### src/rtl/matmul_pkg.sv
// Shared constants, FSM state type and index helper for the sequential
// 3x3 matrix multiplier.
package matmul_pkg;

    localparam int unsigned N      = 3;
    localparam int unsigned DATA_W = 8;
    localparam int unsigned SOP_W  = 16;
    localparam int unsigned NELEM  = N * N;
    localparam int unsigned IDX_W  = 4;
    localparam int unsigned RC_W   = 2;

    localparam logic [IDX_W-1:0] LAST_IDX = IDX_W'(NELEM - 1);
    localparam logic [RC_W-1:0]  LAST_RC  = RC_W'(N - 1);

    typedef enum logic [2:0] {
        ST_IDLE,
        ST_ISSUE,
        ST_CAPTURE,
        ST_OUTPUT,
        ST_DONE
    } state_e;

    // Row-major element index: 3*row + col.
    function automatic logic [IDX_W-1:0] elem_idx(input logic [RC_W-1:0] row,
                                                  input logic [RC_W-1:0] col);
        return IDX_W'(row) * IDX_W'(N) + IDX_W'(col);
    endfunction

endpackage

### src/rtl/mat_store.sv
// Nine-entry matrix register file: one synchronous write port, three
// asynchronous read ports so a full row or column is available at once.
module mat_store
    import matmul_pkg::*;
#(
    parameter int unsigned W     = DATA_W,
    parameter int unsigned DEPTH = NELEM,
    parameter int unsigned AW    = IDX_W
) (
    input  logic          clk,
    input  logic          rst,
    input  logic          we,
    input  logic [AW-1:0] waddr,
    input  logic [W-1:0]  wdata,
    input  logic [AW-1:0] raddr0,
    input  logic [AW-1:0] raddr1,
    input  logic [AW-1:0] raddr2,
    output logic [W-1:0]  rdata0,
    output logic [W-1:0]  rdata1,
    output logic [W-1:0]  rdata2
);

    logic [W-1:0] mem_q [DEPTH];

    always_ff @(posedge clk) begin
        if (rst) begin
            mem_q <= '{default: '0};
        end else if (we && (32'(waddr) < DEPTH)) begin
            mem_q[waddr] <= wdata;
        end
    end

    assign rdata0 = mem_q[raddr0];
    assign rdata1 = mem_q[raddr1];
    assign rdata2 = mem_q[raddr2];

endmodule

### src/rtl/matmul_seq.sv
// Sequential 3x3 matrix multiplier: issues one row/column pair per result to
// an external dot-product unit and streams the nine products out with a handshake.
module matmul_seq
    import matmul_pkg::*;
(
    input  logic                     clk,
    input  logic                     rst,
    input  logic                     ld_valid,
    input  logic                     ld_sel,
    input  logic [IDX_W-1:0]         ld_addr,
    input  logic signed [DATA_W-1:0] ld_data,
    input  logic                     start,
    output logic signed [DATA_W-1:0] a_i_0,
    output logic signed [DATA_W-1:0] a_i_1,
    output logic signed [DATA_W-1:0] a_i_2,
    output logic signed [DATA_W-1:0] b_j_0,
    output logic signed [DATA_W-1:0] b_j_1,
    output logic signed [DATA_W-1:0] b_j_2,
    output logic                     w_en,
    input  logic signed [SOP_W-1:0]  sop,
    output logic                     res_valid,
    output logic signed [SOP_W-1:0]  res_data,
    output logic [IDX_W-1:0]         res_idx,
    input  logic                     res_ready,
    output logic                     busy,
    output logic                     done
);

    state_e                  state_q, state_d;
    logic [RC_W-1:0]         i_q, i_d;
    logic [RC_W-1:0]         j_q, j_d;
    logic signed [SOP_W-1:0] res_q, res_d;

    logic                    wr_ok;
    logic                    op_en;
    logic [DATA_W-1:0]       a_rd0, a_rd1, a_rd2;
    logic [DATA_W-1:0]       b_rd0, b_rd1, b_rd2;

    // Operand loads are accepted only while idle and in range.
    assign wr_ok = (state_q == ST_IDLE) && ld_valid && (ld_addr <= LAST_IDX);

    mat_store #(
        .W     (DATA_W),
        .DEPTH (NELEM),
        .AW    (IDX_W)
    ) u_mat_a (
        .clk    (clk),
        .rst    (rst),
        .we     (wr_ok && !ld_sel),
        .waddr  (ld_addr),
        .wdata  (ld_data),
        .raddr0 (elem_idx(i_q, 2'd0)),
        .raddr1 (elem_idx(i_q, 2'd1)),
        .raddr2 (elem_idx(i_q, 2'd2)),
        .rdata0 (a_rd0),
        .rdata1 (a_rd1),
        .rdata2 (a_rd2)
    );

    // B is read column-wise: entries B[k][j] for k = 0..2.
    mat_store #(
        .W     (DATA_W),
        .DEPTH (NELEM),
        .AW    (IDX_W)
    ) u_mat_b (
        .clk    (clk),
        .rst    (rst),
        .we     (wr_ok && ld_sel),
        .waddr  (ld_addr),
        .wdata  (ld_data),
        .raddr0 (elem_idx(2'd0, j_q)),
        .raddr1 (elem_idx(2'd1, j_q)),
        .raddr2 (elem_idx(2'd2, j_q)),
        .rdata0 (b_rd0),
        .rdata1 (b_rd1),
        .rdata2 (b_rd2)
    );

    always_ff @(posedge clk) begin
        if (rst) begin
            state_q <= ST_IDLE;
            i_q     <= '0;
            j_q     <= '0;
            res_q   <= '0;
        end else begin
            state_q <= state_d;
            i_q     <= i_d;
            j_q     <= j_d;
            res_q   <= res_d;
        end
    end

    always_comb begin
        state_d = state_q;
        i_d     = i_q;
        j_d     = j_q;
        res_d   = res_q;
        unique case (state_q)
            ST_IDLE: begin
                if (start) begin
                    state_d = ST_ISSUE;
                    i_d     = '0;
                    j_d     = '0;
                end
            end
            ST_ISSUE: begin
                state_d = ST_CAPTURE;
            end
            ST_CAPTURE: begin
                res_d   = sop;
                state_d = ST_OUTPUT;
            end
            ST_OUTPUT: begin
                if (res_ready) begin
                    if ((i_q == LAST_RC) && (j_q == LAST_RC)) begin
                        state_d = ST_DONE;
                        i_d     = '0;
                        j_d     = '0;
                    end else begin
                        state_d = ST_ISSUE;
                        if (j_q == LAST_RC) begin
                            j_d = '0;
                            i_d = i_q + 1'b1;
                        end else begin
                            j_d = j_q + 1'b1;
                        end
                    end
                end
            end
            ST_DONE: begin
                state_d = ST_IDLE;
            end
            default: begin
                state_d = ST_IDLE;
            end
        endcase
    end

    always_comb begin
        op_en     = (state_q == ST_ISSUE) || (state_q == ST_CAPTURE);
        w_en      = op_en;
        busy      = (state_q != ST_IDLE);
        done      = (state_q == ST_DONE);
        res_valid = (state_q == ST_OUTPUT);
        res_data  = res_q;
        res_idx   = elem_idx(i_q, j_q);
        a_i_0     = op_en ? a_rd0 : '0;
        a_i_1     = op_en ? a_rd1 : '0;
        a_i_2     = op_en ? a_rd2 : '0;
        b_j_0     = op_en ? b_rd0 : '0;
        b_j_1     = op_en ? b_rd1 : '0;
        b_j_2     = op_en ? b_rd2 : '0;
    end

endmodule

### config.mk
export PLATFORM = sky130hd
export DESIGN_NAME = matmul_seq
export DESIGN_NICKNAME = d
export VERILOG_FILES = /design/src/rtl/matmul_pkg.sv /design/src/rtl/mat_store.sv /design/src/rtl/matmul_seq.sv
export SDC_FILE = /design/constraint.sdc
export NUM_CORES = 1
export LEC_CHECK = 0
export CORE_MARGIN = 2
export CORE_UTILIZATION = 33
export DETAILED_ROUTE_END_ITERATION = 10
export GPL_TIMING_DRIVEN = 1
export MAX_ROUTING_LAYER = met4
export SYNTH_ARGS = -nofsm -noshare
export SYNTH_HDL_FRONTEND = slang
export SYNTH_SLANG_ARGS = --single-unit
### constraint.sdc
create_clock -name clk -period 3.5 [get_ports clk]
set_input_delay 0.35 -clock clk [delete_from_list [all_inputs] [get_ports clk]]
set_output_delay 0.35 -clock clk [all_outputs]
set_load 0.005 [all_outputs]
==> flow_summary_export.csv <==
group,metric,value,unit
global_routing,gr-usage-met2,28.7,%
place,hpwl,16400,um
min_path,hold_start,"rst",
clock_network,cts_buffers,17,
drt,dr.first_iter.drc_count,542,
final_layout,area_delta_synth_final,21.5,%
drt,wl,24800,um
yosys,yosysSeqAreaShare,38.4,%
yosys,ys_types,48,
sta,setup_violations,0,
yosys,syn_avg_cell_area,9.66,um^2
final_layout,fin_cells,1306,
place,placement.io_buffers,105,
yosys,async_flop_share,0,%
clock_network,ctsResizeCount,0,
final_layout,drive_gt1_share,11.5,%
power,internal_power,0.00326,W
sta,worst_pin_slew,883,ps
sta,min_period,3350,ps
power,power.density,420,nW/um^2
clock_network,cts_setup_buffers,0,
final_layout,final_util,40.7,%
power,p_clk_share,42.2,%
clock_network,clk_pin_slew,60,ps
drt,drtAntennaViolNets,0,
power,p_sw_share,26.6,%
global_routing,grt_pass1_wl,38800,um
yosys,syn_inst,901,
drt,drc_errors,0,
min_path,hold_class,"input pin to register",
run,cap_violations,0,
global_routing,grt_use_met1,24.4,%
floorplan,die_h,166,um
min_path,min_path_cells,2,
sta,finalCritPeriodShare,95.6,%
critical_path,required,3150,ps
sta,maxSlewViolCount,0,
clock_network,cts_root_buffer,"clkbuf_16",
min_path,min_to,"u_mat_b.mem_q[64]",
place,gp_congestion,0.846,
clock_network,clk_path_buf_depth,2,
critical_path,crit_type,"register to output pin",
clock_network,ctsHoldBuffers,0,
global_routing,grt_max_degree,107,
yosys,synth_edf_count,0,
critical_path,reg2reg_from,"state_q[2]",
status,status,"finished, final reports clean",
final_layout,nFillCells,2543,
yosys,synth_ff_type,"dfxtp_1",
floorplan,io_pins,106,
global_routing,grt_util_all_layers,18.3,%
critical_path,critPathArrivalTime,3000,ps
drt,viasPerCell,5.29,
yosys,syn-num-nets,945,
floorplan,num_rows,59,
clock_network,clk_latency,430,ps
yosys,syn_area,8700,um^2
floorplan,design.core.area,26000,um^2
sta,final_hold_viol_count,0,
yosys,ys_ff_latch,167,
floorplan,start_util,33.5,%
sta,rsz0062_at_grt,"false",
drt,dr_total_vias,6906,
power,power_frac_seq,44.5,%
final_layout,mostFrequentLayoutCells,"nor2_1 (195), dfxtp_1 (165), mux2i_1 (160), clkdlybuf4s50_1 (104), nand2_1 (65)",
sta,setup_tns,0,ps
sta,slew_headroom,40.9,%
global_routing,antenna_found_initial,1,
clock_network,cts_sinks,167,
power,power,0.00444,W
global_routing,grt_busiest_layer,"met2",
place,dp.cells,1273,
power,p_sw,0.00118,W
floorplan,die-area,27700,um^2
power,combPwrFrac,13.3,%
drt,wl_per_cell,19.0,um
critical_path,reg2reg_depth,5,
clock_network,cts_tree,"built",
critical_path,regToRegSetupSlack,1140,ps
final_layout,final_common_cell,"nor2_1",
yosys,ys_warn_count,0,
critical_path,crit_path_start_kind,"register",
critical_path,path_max_fanout,16,
power,power.leakage,4.35,nW
power,ir_worst_vdd,0.312,mV
critical_path,cp-end-kind,"output pin",
global_routing,grt_overflow,0,
critical_path,r2r_end,"u_mat_a.mem_q[46]",
sta,timing.fmax,299,MHz
floorplan,chipWidth,166,um
drt,drt_pass1_iterations,5,
final_layout,final_nets,1001,
sta,skew,6.32,ps
global_routing,grt_pass1_vias,6666,
global_routing,met3_usage,3.22,%
clock_network,cts_max_level,4,
## registers in the layout (all words and copies together), names as in the netlist
name,count
u_mat_a.mem_q,72
state_q,3
i_q,2
u_mat_b.mem_q,72
j_q,2
res_data,16
## worst max-delay path, cell delays in order, from the launching register on
cell	delay, ps
dfxtp_1	550
xnor2_1	160
or3_1	630
o41ai_1	610
clkdlybuf4s50_1	600
## synth_stat cells, types with 2 or more instances
master	number	area share, %
xnor2_1	3	0.30
nand2b_1	2	0.14
o31ai_1	2	0.17
mux4_2	50	13
ha_1	9	1.3
nor4_4	2	0.49
and2_1	17	1.2
or4_1	2	0.17
buf_1	12	0.52
buf_6	2	0.26
buf_2	9	0.52
or3_1	3	0.22
nor3_4	3	0.56
o41ai_1	7	0.70
nand4_1	2	0.14
nor2_1	195	8.4
a21oi_1	25	1.4
mux2i_1	160	18
nand3_1	11	0.63
nand2_1	65	2.8
a211oi_1	21	1.8
inv_1	6	0.26
nand4b_1	2	0.20
a22o_1	8	0.81
nor3_1	11	0.63
dfxtp_1	167	38
and3b_1	2	0.20
nor2b_1	9	0.65
nand3b_1	3	0.26
a32oi_1	2	0.20
clkbuf_1	62	2.7
a31oi_1	8	0.58
nor3b_1	4	0.35
## per-layer routing
layer	share of wire, %	wire, um	up-vias
li1	-	-	3289
met1	47	11700	3359
met2	47	11600	234
met3	4.7	1170	24
met4	1.3	326	0
met5	0	0	-
## layout make-up
cell class	instances	area (um^2)	area share, %
diodes	1	2.50	0.0237
clock buffers	21	460	4.35
clock inverters	11	124	1.17
multi-input cells	642	4990	47.2
well taps	335	419	3.96
flip-flops and latches	167	3350	31.6
repair buffers	122	1200	11.4
inverters	7	26.3	0.248
## cell families after synthesis
family	share of synthesized area (%)
and+or+nand+nor	17.7
muxes	31.5
DFF	38.4
buffers and inverters	4.27
AOI/OAI and AO/OA	6.17
adders and majority gates	1.52
xor gates and xnor gates	0.403
## power groups by stage
stage | Combinational, W | Clock (W) | Sequential, W
after floorplan | 0.000373 | 0 | 0.00200
final | 0.000588 | 0.00187 | 0.00197
after CTS | 0.000592 | 0.00192 | 0.00197
after global routing | 0.000633 | 0.00199 | 0.00198
after global placement | 0.000588 | 0 | 0.00201
after detailed placement | 0.000590 | 0 | 0.00202
## stage by stage
stage	hold WS (ps)	setup slack, ps	instance area, um^2
6_report	450	153	10600
5_1_grt	469	8.60	10600
4_1_cts	445	188	10600
3_5_place_dp	446	656	9990
3_3_place_gp	442	676	9990
2_1_floorplan	439	54.4	8710
## worst max-delay path by stage
| stage | from | endpoint | slack (ps) | cells past startpoint |
|---|---|---|---|---|
| 2_1_floorplan | i_q[0] | res_idx[3] | 50 | 14 |
| 3_3_place_gp | i_q[0] | a_i_0[6] | 680 | 7 |
| 3_5_place_dp | state_q[1] | a_i_0[3] | 660 | 4 |
| 4_1_cts | state_q[1] | a_i_0[6] | 190 | 4 |
| 5_1_grt | i_q[0] | a_i_0[7] | 9 | 9 |
| 6_report | state_q[1] | a_i_0[6] | 150 | 4 |
Note: power is estimated with default switching activity, not from simulation.
